`src/rtl/usb_rx_pkg.sv`:
```
// usb_rx_pkg
//   Shared types and constants for the USB full-speed receive bit decoder.
//   Holds the decoder state enum, the D+/D- line-state encodings, the SYNC
//   pattern as it appears after NRZI decoding, and the bit-stuffing run
//   length.
package usb_rx_pkg;

  typedef enum logic [2:0] {
    IDLE,
    SYNC,
    RECEIVE,
    EOP,
    ERROR
  } rx_state_t;

  // Line states as {dp, dm}
  localparam logic [1:0] LINE_J   = 2'b10;
  localparam logic [1:0] LINE_K   = 2'b01;
  localparam logic [1:0] LINE_SE0 = 2'b00;
  localparam logic [1:0] LINE_SE1 = 2'b11;

  // KJKJKJKK decoded LSB-first from an idle J line
  localparam logic [7:0] SYNC_BYTE = 8'h80;

  // After this many consecutive 1s the transmitter inserts a 0
  localparam logic [2:0] STUFF_LIMIT = 3'd6;

  // Only J and K carry data; SE0/SE1 are framing or fault conditions
  function automatic logic is_data_level(input logic [1:0] level);
    return (level == LINE_J) || (level == LINE_K);
  endfunction

endpackage

```
`src/rtl/usb_rx_bit_timer.sv`:
```
// usb_rx_bit_timer
//   Synchronizes the raw D+/D- lines into the clk domain and recovers bit
//   timing. A timer restarts on every line transition and free-runs between
//   transitions, so the sample point stays centred in each bit even when the
//   sender's clock drifts slightly.
//
// Ports:
//   clk, n_rst     system clock, asynchronous active-low reset
//   dp_in, dm_in   raw USB lines, asynchronous to clk
//   sample_strobe  high for one clk at the middle of each bit
//   line_state     synchronized {dp, dm}
module usb_rx_bit_timer
  import usb_rx_pkg::*;
#(
  parameter int CLKS_PER_BIT = 8
) (
  input  logic       clk,
  input  logic       n_rst,
  input  logic       dp_in,
  input  logic       dm_in,
  output logic       sample_strobe,
  output logic [1:0] line_state
);

  localparam int TW = $clog2(CLKS_PER_BIT);
  localparam logic [TW-1:0] TIMER_LAST = TW'(CLKS_PER_BIT - 1);
  localparam logic [TW-1:0] TIMER_HALF = TW'(CLKS_PER_BIT / 2);

  logic          dp_meta;
  logic          dp_sync;
  logic          dm_meta;
  logic          dm_sync;
  logic [1:0]    line_prev;
  logic [TW-1:0] timer;
  logic          line_edge;

  // Two-flop synchronizers; they come out of reset showing an idle J line
  // so the decoder does not see a spurious transition after reset.
  always_ff @(posedge clk or negedge n_rst) begin
    if (!n_rst) begin
      dp_meta <= 1'b1;
      dp_sync <= 1'b1;
      dm_meta <= 1'b0;
      dm_sync <= 1'b0;
    end else begin
      dp_meta <= dp_in;
      dp_sync <= dp_meta;
      dm_meta <= dm_in;
      dm_sync <= dm_meta;
    end
  end

  assign line_state = {dp_sync, dm_sync};
  assign line_edge  = (line_state != line_prev);

  // Bit timer: any transition realigns the bit boundary, otherwise the
  // timer wraps once per nominal bit period so runs of identical levels
  // still produce one sample per bit.
  always_ff @(posedge clk or negedge n_rst) begin
    if (!n_rst) begin
      line_prev <= LINE_J;
      timer     <= '0;
    end else begin
      line_prev <= line_state;
      if (line_edge) begin
        timer <= '0;
      end else if (timer == TIMER_LAST) begin
        timer <= '0;
      end else begin
        timer <= timer + 1'b1;
      end
    end
  end

  assign sample_strobe = (timer == TIMER_HALF);

endmodule

```
`src/rtl/usb_rx_bit_decoder.sv`:
```
// usb_rx_bit_decoder
//   Bit-level front end of the USB full-speed receive path. Samples the line
//   once per bit (via usb_rx_bit_timer), NRZI-decodes, checks SYNC, strips
//   stuffed bits, assembles LSB-first bytes and recognises EOP.
//
// Ports:
//   clk, n_rst       system clock, asynchronous active-low reset
//   dp_in, dm_in     raw USB lines, asynchronous to clk
//   rx_data          last completed byte, held until the next one
//   rx_byte_valid    1-clk strobe, rx_data just updated
//   rx_packet_start  1-clk strobe, valid SYNC seen
//   rx_packet_done   1-clk strobe, valid EOP seen
//   rx_error         1-clk strobe on entering ERROR
//   rx_active        high while in SYNC, RECEIVE or EOP
module usb_rx_bit_decoder
  import usb_rx_pkg::*;
#(
  parameter int CLKS_PER_BIT = 8,
  parameter int IDLE_BITS    = 8
) (
  input  logic       clk,
  input  logic       n_rst,
  input  logic       dp_in,
  input  logic       dm_in,
  output logic [7:0] rx_data,
  output logic       rx_byte_valid,
  output logic       rx_packet_start,
  output logic       rx_packet_done,
  output logic       rx_error,
  output logic       rx_active
);

  localparam int ICW = $clog2(IDLE_BITS + 1);
  localparam logic [ICW-1:0] IDLE_LAST = ICW'(IDLE_BITS - 1);

  logic           sample_strobe;
  logic [1:0]     line_state;

  rx_state_t      state;
  rx_state_t      state_next;
  logic [1:0]     prev_level;
  logic [1:0]     prev_level_next;
  logic [2:0]     ones_cnt;
  logic [2:0]     ones_cnt_next;
  logic [2:0]     bit_cnt;
  logic [2:0]     bit_cnt_next;
  logic [7:0]     shift_reg;
  logic [7:0]     shift_reg_next;
  logic           eop_second;
  logic           eop_second_next;
  logic [ICW-1:0] idle_cnt;
  logic [ICW-1:0] idle_cnt_next;
  logic [7:0]     rx_data_next;
  logic           byte_valid_next;
  logic           start_next;
  logic           done_next;
  logic           error_next;
  logic           go_error;

  logic           decoded_bit;
  logic [7:0]     assembled;
  logic           data_level;

  usb_rx_bit_timer #(
    .CLKS_PER_BIT(CLKS_PER_BIT)
  ) u_bit_timer (
    .clk          (clk),
    .n_rst        (n_rst),
    .dp_in        (dp_in),
    .dm_in        (dm_in),
    .sample_strobe(sample_strobe),
    .line_state   (line_state)
  );

  // NRZI: no transition means 1. New bits enter at the MSB so that after
  // eight shifts the first bit received sits in bit 0.
  assign decoded_bit = (line_state == prev_level);
  assign assembled   = {decoded_bit, shift_reg[7:1]};
  assign data_level  = is_data_level(line_state);

  // State and datapath registers. Strobes are registered, so each one
  // appears in the clk after the sample that caused it.
  always_ff @(posedge clk or negedge n_rst) begin
    if (!n_rst) begin
      state           <= IDLE;
      prev_level      <= LINE_J;
      ones_cnt        <= '0;
      bit_cnt         <= '0;
      shift_reg       <= '0;
      eop_second      <= 1'b0;
      idle_cnt        <= '0;
      rx_data         <= '0;
      rx_byte_valid   <= 1'b0;
      rx_packet_start <= 1'b0;
      rx_packet_done  <= 1'b0;
      rx_error        <= 1'b0;
    end else begin
      state           <= state_next;
      prev_level      <= prev_level_next;
      ones_cnt        <= ones_cnt_next;
      bit_cnt         <= bit_cnt_next;
      shift_reg       <= shift_reg_next;
      eop_second      <= eop_second_next;
      idle_cnt        <= idle_cnt_next;
      rx_data         <= rx_data_next;
      rx_byte_valid   <= byte_valid_next;
      rx_packet_start <= start_next;
      rx_packet_done  <= done_next;
      rx_error        <= error_next;
    end
  end

  // Next-state logic. Nothing moves except on a sample strobe; every fault
  // path funnels through go_error so ERROR entry is handled in one place.
  always_comb begin
    state_next      = state;
    prev_level_next = prev_level;
    ones_cnt_next   = ones_cnt;
    bit_cnt_next    = bit_cnt;
    shift_reg_next  = shift_reg;
    eop_second_next = eop_second;
    idle_cnt_next   = idle_cnt;
    rx_data_next    = rx_data;
    byte_valid_next = 1'b0;
    start_next      = 1'b0;
    done_next       = 1'b0;
    error_next      = 1'b0;
    go_error        = 1'b0;

    if (sample_strobe) begin
      case (state)
        IDLE: begin
          // The first K is also the first SYNC bit (decodes to 0)
          if (line_state == LINE_K) begin
            state_next      = SYNC;
            prev_level_next = LINE_K;
            shift_reg_next  = assembled;
            bit_cnt_next    = 3'd1;
          end
        end

        SYNC: begin
          if (!data_level) begin
            go_error = 1'b1;
          end else begin
            prev_level_next = line_state;
            shift_reg_next  = assembled;
            bit_cnt_next    = bit_cnt + 3'd1;
            if (bit_cnt == 3'd7) begin
              if (assembled == SYNC_BYTE) begin
                state_next    = RECEIVE;
                start_next    = 1'b1;
                ones_cnt_next = '0;
              end else begin
                go_error = 1'b1;
              end
            end
          end
        end

        RECEIVE: begin
          if (line_state == LINE_SE0) begin
            if (bit_cnt == 3'd0) begin
              state_next      = EOP;
              eop_second_next = 1'b0;
            end else begin
              go_error = 1'b1;
            end
          end else if (line_state == LINE_SE1) begin
            go_error = 1'b1;
          end else begin
            prev_level_next = line_state;
            if (ones_cnt == STUFF_LIMIT) begin
              // Stuffed bit: a 0 is dropped, a 1 means the sender broke
              // the stuffing rule
              if (decoded_bit) begin
                go_error = 1'b1;
              end else begin
                ones_cnt_next = '0;
              end
            end else begin
              ones_cnt_next  = decoded_bit ? (ones_cnt + 3'd1) : 3'd0;
              shift_reg_next = assembled;
              bit_cnt_next   = bit_cnt + 3'd1;
              if (bit_cnt == 3'd7) begin
                rx_data_next    = assembled;
                byte_valid_next = 1'b1;
              end
            end
          end
        end

        EOP: begin
          if (!eop_second) begin
            if (line_state == LINE_SE0) begin
              eop_second_next = 1'b1;
            end else begin
              go_error = 1'b1;
            end
          end else if (line_state == LINE_J) begin
            state_next      = IDLE;
            done_next       = 1'b1;
            prev_level_next = LINE_J;
            ones_cnt_next   = '0;
            bit_cnt_next    = '0;
            eop_second_next = 1'b0;
          end else begin
            go_error = 1'b1;
          end
        end

        ERROR: begin
          // Wait for a clean run of idle J before listening again
          if (line_state == LINE_J) begin
            if (idle_cnt == IDLE_LAST) begin
              state_next      = IDLE;
              prev_level_next = LINE_J;
              idle_cnt_next   = '0;
              ones_cnt_next   = '0;
              bit_cnt_next    = '0;
            end else begin
              idle_cnt_next = idle_cnt + 1'b1;
            end
          end else begin
            idle_cnt_next = '0;
          end
        end

        default: begin
          state_next = IDLE;
        end
      endcase
    end

    if (go_error) begin
      state_next      = ERROR;
      error_next      = 1'b1;
      idle_cnt_next   = '0;
      ones_cnt_next   = '0;
      bit_cnt_next    = '0;
      eop_second_next = 1'b0;
    end
  end

  assign rx_active = (state == SYNC) || (state == RECEIVE) || (state == EOP);

endmodule

```
`config.mk`:
```
export PLATFORM = sky130hd
export DESIGN_NAME = usb_rx_bit_decoder
export DESIGN_NICKNAME = d
export VERILOG_FILES = /design/src/rtl/usb_rx_pkg.sv /design/src/rtl/usb_rx_bit_timer.sv /design/src/rtl/usb_rx_bit_decoder.sv
export SDC_FILE = /design/constraint.sdc
export NUM_CORES = 1
export LEC_CHECK = 0
export ABC_AREA = 1
export CAP_MARGIN = 20
export CORE_MARGIN = 10
export CORE_UTILIZATION = 58
export DETAILED_ROUTE_END_ITERATION = 12
export PLACE_DENSITY = 0.75
export SLEW_MARGIN = 30
export SYNTH_ARGS = -nofsm -noshare
export SYNTH_HDL_FRONTEND = slang
export SYNTH_HIERARCHICAL = 1
export SYNTH_SLANG_ARGS = --single-unit
```
`constraint.sdc`:
```
create_clock -name clk -period 2.2 [get_ports clk]
set_input_delay 0.22 -clock clk [delete_from_list [all_inputs] [get_ports clk]]
set_output_delay 0.22 -clock clk [all_outputs]
set_load 0.01 [all_outputs]
```
# After elaboration in Yosys (flattened, before gate mapping)
# Cells that the tools add are included.
[op_classes]
reduce_logical = 21
order_cmp = 0
eq_ne = 38
n_addsub = 4
bitwise_logic = 3
n_shift = 0
n_mux = 89
mul = 0
div_mod_pow = 0
[ops]
columns = ["op", "count"]
rows = [
  ["$mux 3", 30],
  ["$mux 8", 5],
  ["$ne 3x3->1 const B", 13],
  ["$mux 1", 34],
  ["$pmux 3 s5", 2],
  ["$pmux 8 s3", 1],
  ["$reduce_and 11->1", 2],
  ["$mux 4", 5],
  ["$ne 2x2->1 const B", 9],
  ["$mux 2", 8],
  ["$eq 3x3->1 const B", 5],
  ["$pmux 3 s4", 1],
  ["$reduce_and 12->1", 1],
  ["$pmux 2 s5", 1],
  ["$reduce_and 10->1", 1],
  ["$reduce_bool 5->1", 2],
  ["$add 3x1->3 const B", 3],
  ["$eq 8x8->1 const B", 1],
  ["$reduce_and 7->1", 1],
  ["$eq 3x2->1 const B", 2],
  ["$logic_not 3->1", 2],
  ["$reduce_and 6->1", 1],
  ["$reduce_bool 3->1", 2],
  ["$reduce_bool 6->1", 1],
  ["16 further kinds", 22],
]
[word_totals]
romBits = 0
regBits = 45
mem_bits_rw = 0
mem_count = 0
latch_bits = 0
wordCells = 173

# Logic depth before layout (Yosys ltp)
# Gate-level depths: netlist of run 1.
[depth]
word_depth = 9
mapped_depth = 14

# By module
# Netlist of run 1, hierarchy kept.
[by_module_without_submodules]
columns = ["module", "instances", "cells_each", "area_each_um2"]
rows = [
  ["usb_rx_bit_decoder", 1, 250, 1995.7],
  ["usb_rx_bit_timer", 1, 35, 365.4],
]

# Worst setup path before layout of run 1
# Ideal clock, no wire load.
[synth_timing]
kind = "reg-to-reg"
from = "register u_bit_timer.dp_sync"
to = "register shift_reg[7]"
path_stages_with_launch = 11
required_ns = 2.081
path_slack_ns = 0.329
arrival_time_ns = 1.752
n_path_buf = 2
cell_sequence = "dfstp_2 -> buf_4 -> inv_2 -> ha_1 -> nor2_1 -> nor2_1 -> nor3_1 -> nand4_1 -> buf_4 -> nand2_1 -> o21ai_2"
[synth_between]
elab_chain_len = 5
elab_cells_between_ends = 17
cone_classes = "eq/ne: 8; mux: 6; reduce/logical: 3"
[synth_rtl]
columns = ["element", "line_no", "rtl"]
rows = [
  ["start: declaration", "usb_rx_bit_timer.sv:30", "logic dp_sync;"],
  ["start signal: assignment", "usb_rx_bit_timer.sv:47", "dp_sync <= dp_meta;"],
  ["$eq 2x2->1", "usb_rx_bit_decoder.sv:77", "assign decoded_bit = (line_state == prev_level);"],
  ["$mux 8", "usb_rx_bit_decoder.sv:173", "if (ones_cnt == STUFF_LIMIT) begin"],
  ["$mux 8", "usb_rx_bit_decoder.sv:169", "end else if (line_state == LINE_SE1) begin"],
  ["$mux 8", "usb_rx_bit_decoder.sv:162", "if (line_state == LINE_SE0) begin"],
  ["$pmux 8 s3", "usb_rx_bit_decoder.sv:131", "case (state)"],
  ["end signal: assignment", "usb_rx_bit_decoder.sv:102", "shift_reg <= shift_reg_next;"],
  ["end: declaration", "usb_rx_bit_decoder.sv:47", "logic [7:0] shift_reg;"],
]
# Parallel ways exist; a longest one is shown, timed or not. The select of a mux whose other input is x is not followed.
# A chain may end at the register's enable or synchronous reset.

# Final worst setup path of run 1
[layout_timing]
from = "register u_bit_timer.dp_sync"
to = "register bit_cnt[0]"
[layout_between]
elab_chain_len = 9
elab_cells_between_ends = 32
cone_classes = "eq/ne: 14; mux: 13; reduce/logical: 5"
[layout_rtl]
columns = ["element", "line_no", "rtl"]
rows = [
  ["$eq 2x2->1", "usb_rx_bit_decoder.sv:77", ""],
  ["$eq 8x8->1 / $mux 1 (equally long branches)", "usb_rx_bit_decoder.sv:150, usb_rx_bit_decoder.sv:176", ""],
  ["$mux 1, on equally long branches", "usb_rx_bit_decoder.sv:150, usb_rx_bit_decoder.sv:173", ""],
  ["$mux 1, on equally long branches", "usb_rx_bit_decoder.sv:149, usb_rx_bit_decoder.sv:169", ""],
  ["$mux 1, on equally long branches", "usb_rx_bit_decoder.sv:143, usb_rx_bit_decoder.sv:162", ""],
  ["$pmux 1 s3", "usb_rx_bit_decoder.sv:131", ""],
  ["$mux 1", "usb_rx_bit_decoder.sv:130", "if (sample_strobe) begin"],
  ["$reduce_bool 6->1 (no source line) (tied with other cells)", "--", ""],
  ["$reduce_and 11->1 (no source line)", "--", ""],
  ["end signal: assignment", "usb_rx_bit_decoder.sv:101", "bit_cnt <= bit_cnt_next;"],
  ["end: declaration", "usb_rx_bit_decoder.sv:45", "logic [2:0] bit_cnt;"],
]
# Parallel ways exist; a longest one is shown, timed or not.

==> metrics.cfg, run 1 <==
[outcome]
outcome=finished clean

[placed_design]
dp.final_hpwl_mm=3.687
numPortBuffers=16
placedCellCount=349
dp_worst_setup_slack_ns=0.1542
gp_congestion=0.9449

[worst_setup_path]
worstRegToRegCells=11
path_class=reg -> reg
cp-end-kind=flop
crit_fanout=7
arrival_ns=2.17
cp_data_required_time_ns=2.39
reg2reg_slack_ns=0.22
r2r-start=u_bit_timer/dp_sync
regToRegEndpoint=bit_cnt[0]
endpoint=bit_cnt[0]
cp-start-kind=flop
crit_start=u_bit_timer/dp_sync

[finish]
antenna_cells=0
instances_no_fill=359
final_nets=325
final_common_cell=nand2_1
final_cell_mix=77 x nand2_1, 40 x dfrtp_1, 36 x inv_1
fillCellCount=322
drive_gt1_frac=0.1650
largest_reg_flops=8
area_delta_synth_final_pct=13.67

[sta]
slew_viol_final=0
timing.fmax_mhz=504.8
tns_ns=0
finalClockSkew_ns=0.004674
grt_setup_unrepaired=false
timing_hold_violations_final=0
setup_viol=0
postLayoutSetupSlackWorst_ns=0.2191
fin_hold_ws_ns=0.3227
worst_slew_pin_slew_ns=0.4789
relSlewSlack=0.6807
finalCritPeriodShare=0.9004
period_minus_slack_ns=1.981

[floorplan]
die_x_um=83.80
start_util=0.5945
dieArea_mm2=0.007022
io_pins=17
die_y_um=83.80
fp-row-count=23
core_mm2=0.003971

[yosys]
synthTopCellsByArea=dfrtp_1 42%, nand2_1 12%, ha_1 6.9%, inv_1 5.7%, dfstp_2 4.5%
synth-xor-area-share=0.003710
synth_fa_ha_area_frac=0.06889
synth-simple-area-share=0.2946
yosysUniqueCellTypes=32
ys_ff_latch=44
yosysWarnings=6
yosysTopAreaCell=dfrtp_1
synth_compound_area_frac=0.08161
netlist_instances=285
synth_fp_nets=302
seq_area_frac_synth=0.4685
avgSynthCellArea_um2=8.284
synth_top_area_frac=0.4240
synth_top_family_by_area=simple AND/OR/NAND/NOR gates
synth.area.mux_share=0
syn_area_mm2=0.002361

[clocking]
htreeDepth=2
insertion_delay_ns=0.30
cts_tree=yes
cts_made_buffers=5
ctsLongestPathBuffers=2
clkTransAtPathRegs_ns=0.08
cts.sinks=44
clockRootBuffer=clkbuf_8

[pwr]
p_per_area_mw_per_mm2=538.2
p_leak_nw=1.363
peakVddDrop_mv=0.4260

[global_route]
grt_max_degree=26
grt_pass1_wl_mm=8.728
antenna_found_initial=0
grt_pass1_vias=1901
grtUsageTotal=0.1484
grt_overflow_total=0

[drt]
via_per_inst=5.175
drcViolationCount=0
drt-pass1-iter-count=4
drt-total-wl_mm=4.825
vias=1858
drtIter0Drc=178
ant_nets=0
drt-wirelength-per-cell_um=13.44

[worst_hold_path]
min_path_type=in -> reg

[run]
cap_violations=0

## final cells by class
type                       count  area [µm²]  share of cell area
sequential                    44        1106              0.4121
clock buffer                   6       82.58             0.03077
clock inverter                 2       15.01            0.005594
tap                           50       62.56             0.02331
inverter                      42       157.7             0.05874
multi-input combinational    194        1065              0.3967
timing repair buffer          21       195.2             0.07273
## logic make-up (layout without fill, tap and decap cells)
| group | after synthesis | count (layout) |
|---|---|---|
| AO/OA/AOI/OAI | 31 | 31 |
| XOR/XNOR | 1 | 1 |
| adder cells (fa/ha/maj) | 13 | 13 |
| buffers and inverters | 47 | 71 |
| flip-flops | 44 | 44 |
| AND/OR/NAND/NOR | 149 | 149 |
## critical path, stage by stage (launching register included)
cell and delay (ns):
dfstp_2 0.61, inv_2 0.07, ha_1 0.22, nor2_2 0.17
nor2_1 0.09, nor2_1 0.14, o21a_1 0.15, nand2_2 0.10
nor2_4 0.14, nor2_2 0.08, nand2_1 0.05, nand2_1 0.05
## through the flow
step	instance area, µm²	power, mW	util
2_1_floorplan	2361	0.8865	-
3_3_place_gp	2564	0.9194	0.6456
3_5_place_dp	2564	0.9215	0.6456
4_1_cts	2671	1.460	0.6727
5_1_grt	2684	1.517	0.6758
6_report	2684	1.444	0.6758
## worst min-delay path by stage
| stage | from | endpoint | slack, ns | cells after the start |
|---|---|---|---|---|
| finish | dp_in | u_bit_timer/dp_meta | 0.32 | 1 |
| global route | dp_in | u_bit_timer/dp_meta | 0.31 | 1 |
| CTS | dp_in | u_bit_timer/dp_meta | 0.31 | 1 |
| detailed placement | n_rst | rx_data[3] | 0.21 | 1 |
| global placement | n_rst | rx_data[4] | 0.20 | 1 |
| floorplan | n_rst | bit_cnt[0] | -0.08 | 0 |
## metal layers
metal / vias to the layer above / part of all wire / GRT usage
met3: 8 / 0.071 / 0.04004
li1: 946 / - / -
met2: 61 / 0.48 / 0.2418
met4: 0 / 0.016 / 0.05479
met5: - / 0 / 0
met1: 843 / 0.44 / 0.1822
## power breakdown
| group | switching (mW) | internal, mW |
|---|---|---|
| registers | 0.00705 | 0.819 |
| clock network | 0.282 | 0.254 |
| logic | 0.0556 | 0.0264 |
## repair_timing
item,4_1_cts,5_1_grt
hold buffers,1,0
resized for setup,0,2
setup buffers,0,1
endpoints found under the hold margin,18,0
endpoints found under the setup margin,0,10
## cell usage after synthesis
cell type	count
o21ai_0	13
nand2_1	77
nor2_2	5
buf_6	1
o21ai_1	1
clkbuf_1	1
o21ai_2	7
nor3_4	1
nand3_1	14
buf_4	3
dfstp_2	4
o2111ai_1	1
nor3_1	6
or2_1	1
or2_2	2
nor2_4	3
nand2_4	1
inv_2	6
inv_1	36
nor4_1	3
dfrtp_1	40
nand3b_1	2
nor2_1	22
nand4_1	5
o211ai_1	1
o22ai_1	2
o21a_1	1
ha_1	13
xor2_1	1
nand3_2	1
nand2_2	6
a21oi_1	5
(Power assumes the default switching activity.)
==> run 2: changes to the inputs <==
--- a/config.mk
+++ b/config.mk
@@ -7,7 +7,6 @@
 export LEC_CHECK = 0
 export ABC_AREA = 1
 export CAP_MARGIN = 20
-export CORE_MARGIN = 10
 export CORE_UTILIZATION = 58
 export DETAILED_ROUTE_END_ITERATION = 12
 export PLACE_DENSITY = 0.75
==> run 2 against run 1 <==
Net effect:
- maximum frequency down 4.4%
- via count grew 0.43%
- clock power is 17% higher
- sequential power about the same
- global-route usage grew 10 points
- utilization up 4.5 points
- clock skew about the same
- register-to-register slack lost 0.09 ns
- critical endpoint unchanged
- highest routed layer unchanged
==> metrics.cfg, run 2 (synthesized netlist as in run 1, its figures left out) <==
[placed_design]
dp_worst_setup_slack_ns=0.08621
gp_congestion=0.9774
dp.final_hpwl_mm=3.593
numPortBuffers=16

[floorplan]
core_mm2=0.003771
die_x_um=65.80
die_y_um=65.80
start_util=0.6261
fp-row-count=22
dieArea_mm2=0.004330
io_pins=17

[sta]
slew_viol_final=0
grt_setup_unrepaired=false
setup_viol=0
postLayoutSetupSlackWorst_ns=0.1274
fin_hold_ws_ns=0.3374
finalCritPeriodShare=0.9421
tns_ns=0
worst_slew_pin_slew_ns=0.4353
timing_hold_violations_final=0
relSlewSlack=0.7098
finalClockSkew_ns=0.004672
period_minus_slack_ns=2.073
timing.fmax_mhz=482.5

[pwr]
p_leak_nw=1.404
peakVddDrop_mv=0.5162
p_per_area_mw_per_mm2=566.7

[worst_hold_path]
hold_depth=1
min_path_type=in -> reg

[drt]
drt-total-wl_mm=4.763
drtIter0Drc=112
via_per_inst=5.198
vias=1866
drt-wirelength-per-cell_um=13.27
drt-pass1-iter-count=4
drcViolationCount=0
ant_nets=0

[clocking]
htreeDepth=2
clkTransAtPathRegs_ns=0.08
cts_made_buffers=5
cts_tree=yes
cts.sinks=44
clockRootBuffer=clkbuf_8
insertion_delay_ns=0.30
ctsLongestPathBuffers=2

[global_route]
grt_pass1_wl_mm=8.017
grt_pass1_vias=1775
grt_overflow_total=0
grtUsageTotal=0.2531
antenna_found_initial=0
grt_max_degree=26

[worst_setup_path]
path_class=reg -> reg
cp-end-kind=flop
cp_data_required_time_ns=2.39
crit_fanout=6
worstRegToRegCells=11
arrival_ns=2.26
cp-start-kind=flop

[finish]
drive_gt1_frac=0.1672
fillCellCount=326
final_nets=327
final_common_cell=nand2_1
final_cell_mix=77 x nand2_1, 40 x dfrtp_1, 36 x inv_1
antenna_cells=0
largest_reg_flops=8
area_delta_synth_final_pct=15.10

[run]
cap_violations=0

[outcome]
outcome=finished clean

## run 2: changes by cell type in the layout (fill, tap and decap cells not counted), sizes merged
cell and change:
buf +2, bufinv +1, clkbuf -1, clkinv +2, clkinvlp -2
## run 2: worst max-delay path: stages (launching register included)
cell     delay [ns]
dfstp_2        0.61
inv_2          0.08
ha_1           0.24
nor2_2         0.17
nor2_1         0.08
nor2_1         0.18
o21a_1         0.16
nand2_2        0.11
nor2_4         0.15
nor2_2         0.07
nand2_1        0.06
nand2_1        0.06
## run 2: power breakdown
part           switching, mW  leakage, nW  total (mW)  internal [mW]
Clock                  0.286       0.0583       0.628          0.342
Sequential           0.00770        0.593       0.827          0.820
Combinational         0.0561        0.752      0.0845         0.0284
Total                  0.350         1.40        1.54           1.19
## run 2: what timing repair did
| action | in CTS | in global routing |
|---|---|---|
| setup endpoints to repair | 0 | 10 |
| gates resized for setup | 0 | 2 |
| buffers inserted | 0 | 3 |
| hold endpoints to repair | 19 | 0 |
| hold buffers | 1 | 0 |
## run 2: layer usage
metal  up-vias  part of all wire  track usage  routed length [µm]
li1        952                 -            -                   -
met1       875              0.48       0.3486                2288
met2        35              0.46       0.3878                2214
met3         4             0.043      0.05862                 204
met4         0             0.012      0.09511                  57
met5         -                 0            0                   0
## run 2: area by class of cell
type                    count  area [µm²]  area share
multi-input cells         194        1067      0.3927
repair buffers             23       210.2     0.07735
well taps                  48       60.06     0.02210
inverters                  42       157.7     0.05801
flip-flops and latches     44        1106      0.4070
clock inverters             3       47.55     0.01750
clock buffers               5       68.82     0.02532
## run 2: stage by stage
step / utilization / area [µm²] / std cells / total power [mW]
CTS: 0.7127 / 2688 / 356 / 1.547
global placement: 0.6792 / 2561 / 347 / 0.9201
detailed placement: 0.6792 / 2561 / 347 / 0.9213
floorplan: - / 2361 / 285 / 0.8865
finish: 0.7206 / 2718 / 359 / 1.540
global route: 0.7206 / 2718 / 359 / 1.599
## run 2: worst paths after layout
path                                     start              endpoint  slack [ns]
min in group asynchronous                n_rst  u_bit_timer/timer[0]        0.39
max in group asynchronous                n_rst   u_bit_timer/dp_meta        1.09
setup / recovery           u_bit_timer/dp_sync            bit_cnt[0]        0.13
setup reg to reg           u_bit_timer/dp_sync            bit_cnt[0]        0.13
hold / removal                           dp_in   u_bit_timer/dp_meta        0.34
hold reg to reg            u_bit_timer/dm_meta   u_bit_timer/dm_sync        0.36
==> run 3: changes to the inputs <==
--- a/config.mk
+++ b/config.mk
@@ -8,9 +8,11 @@
 export ABC_AREA = 1
 export CAP_MARGIN = 20
 export CORE_UTILIZATION = 58
+export CTS_BUF_LIST = sky130_fd_sc_hd__clkbuf_4 sky130_fd_sc_hd__clkbuf_8 sky130_fd_sc_hd__clkbuf_16
 export DETAILED_ROUTE_END_ITERATION = 12
+export GPL_TIMING_DRIVEN = 0
 export PLACE_DENSITY = 0.75
-export SLEW_MARGIN = 30
+export SLEW_MARGIN = 20
 export SYNTH_ARGS = -nofsm -noshare
 export SYNTH_HDL_FRONTEND = slang
 export SYNTH_HIERARCHICAL = 1
==> run 3 against run 2 <==
Net effect:
- sequential power about the same
- final area increased by 2.3%
- critical endpoint unchanged
- largest cell class unchanged
- via count about the same
==> metrics.cfg, run 3 (synthesized netlist as in run 1, its figures left out) <==
[drt]
vias=1867
ant_nets=0
maxUsedRoutingLayer=met4
drcViolationCount=0
drt-wirelength-per-cell_um=12.27
wl_met3_um=275
drt-pass1-iter-count=4
met1Wirelength_mm=2.153
met2_wirelength_mm=1.940
via_per_inst=5.172
drt-total-wl_mm=4.428
drtIter0Drc=95

[worst_hold_path]
hold_path_startpoint=dp_in
hold_depth=1
hold_end=u_bit_timer/dp_meta
min_path_type=in -> reg

[floorplan]
dieArea_mm2=0.004330
die_x_um=65.80
core_mm2=0.003771
io_pins=17
fp-row-count=22
start_util=0.6261
die_y_um=65.80

[sta]
period_minus_slack_ns=2.037
timing.fmax_mhz=490.9
finalClockSkew_ns=0.006294
grt_setup_unrepaired=false
timing_hold_violations_final=0
tns_ns=0
setup_viol=0
postLayoutSetupSlackWorst_ns=0.1631
slew_viol_final=0
fin_hold_ws_ns=0.3219
worst_slew_pin_slew_ns=0.4658
relSlewSlack=0.6883
finalCritPeriodShare=0.9259

[worst_setup_path]
slowest_delay_ns=0.57
arrival_ns=2.23
cp_data_required_time_ns=2.39
cp_num_buf_inv=2
reg2reg_slack_ns=0.16
crit_fanout=7
critPathSlowestCell=dfstp_2
cp-start-kind=flop
worstRegToRegCells=12
path_delay_family=simple AND/OR/NAND/NOR gates
path_class=reg -> reg
path_cells=buf_6 > inv_2 > ha_2 > nor2_4 > nor2_1 > nor2_2 > o21a_1 > nand2_4 > nor2_4 > nor2_2 > nand2_1 > nand2_1
r2r-start=u_bit_timer/dp_sync
regToRegEndpoint=bit_cnt[0]
cp-end-kind=flop

[finish]
drive_gt1_frac=0.1821
final_cell_mix=77 x nand2_1, 40 x dfrtp_1, 36 x inv_1
instances_no_fill=361
final_nets=329
final_util=0.7369
area_delta_synth_final_pct=17.70
largest_reg_flops=8
fillCellCount=285
final_common_cell=nand2_1
antenna_cells=0

[global_route]
grt_max_degree=32
grt_overflow_total=0
grt_pass1_vias=1681
grtUsageTotal=0.2397
grt_pass1_wl_mm=7.624
antenna_found_initial=0

[placed_design]
gp_congestion=0.9158
numPortBuffers=16
dp.final_hpwl_mm=3.390
dp_worst_setup_slack_ns=0.002092
placedCellCount=350

[clocking]
ctsLongestPathBuffers=2
clkTransAtPathRegs_ns=0.08
cts.sinks=44
insertion_delay_ns=0.30
htreeDepth=2
clockRootBuffer=clkbuf_8
cts_tree=yes
cts_made_buffers=5

[pwr]
p_per_area_mw_per_mm2=567.0
p_leak_nw=1.409
peakVddDrop_mv=0.3898

[run]
cap_violations=0

[outcome]
outcome=finished clean

-- run 3: how the worst max path moves through the flow --
stage | to | from | cells after the start
floorplan | shift_reg[7] | u_bit_timer/dp_sync | 10
global placement | bit_cnt[1] | n_rst | 1
detailed placement | bit_cnt[1] | u_bit_timer/dp_sync | 12
CTS | bit_cnt[1] | u_bit_timer/dp_sync | 12
global route | bit_cnt[1] | u_bit_timer/dm_sync | 12
finish | bit_cnt[0] | u_bit_timer/dp_sync | 12
-- run 3: repair_timing --
| item | in CTS | in global routing |
|---|---|---|
| setup endpoints to repair | 4 | 25 |
| pin swaps | 0 | 5 |
| gates resized for setup | 1 | 11 |
| cloned | 0 | 1 |
| endpoints found under the hold margin | 12 | 0 |
| hold buffers | 1 | 0 |
| setup buffers | 0 | 1 |
-- run 3: cell type report --
| type | instances | area [µm²] | area share |
|---|---|---|---|
| Buffer | 5 | 46.29 | 0.01666 |
| Clock buffer | 7 | 96.34 | 0.03467 |
| Clock inverter | 1 | 30.03 | 0.01081 |
| Inverter | 42 | 157.7 | 0.05673 |
| Multi-Input combinational cell | 194 | 1085 | 0.3904 |
| Sequential cell | 44 | 1106 | 0.3980 |
| Tap cell | 48 | 60.06 | 0.02161 |
| Timing Repair Buffer | 20 | 197.7 | 0.07114 |
-- run 3: metrics by stage --
stage | area, µm² | power [mW]
after global placement | 2581 | 0.9196
final | 2779 | 1.576
after detailed placement | 2596 | 0.9253
after CTS | 2735 | 1.588
after global routing | 2779 | 1.638
after floorplan | 2361 | 0.8865
-- run 3: power breakdown --
part	leakage, nW	switching (mW)	total, mW	internal, mW
clock network	0.0645	0.262	0.662	0.400
logic	0.751	0.0563	0.0870	0.0307
registers	0.593	0.00698	0.827	0.820
-- run 3: metal layers --
layer / vias to the layer above / GRT usage
met1: 856 / 0.3314
met4: 0 / 0.07880
met2: 49 / 0.3635
met5: - / 0
li1: 955 / -
met3: 7 / 0.06552
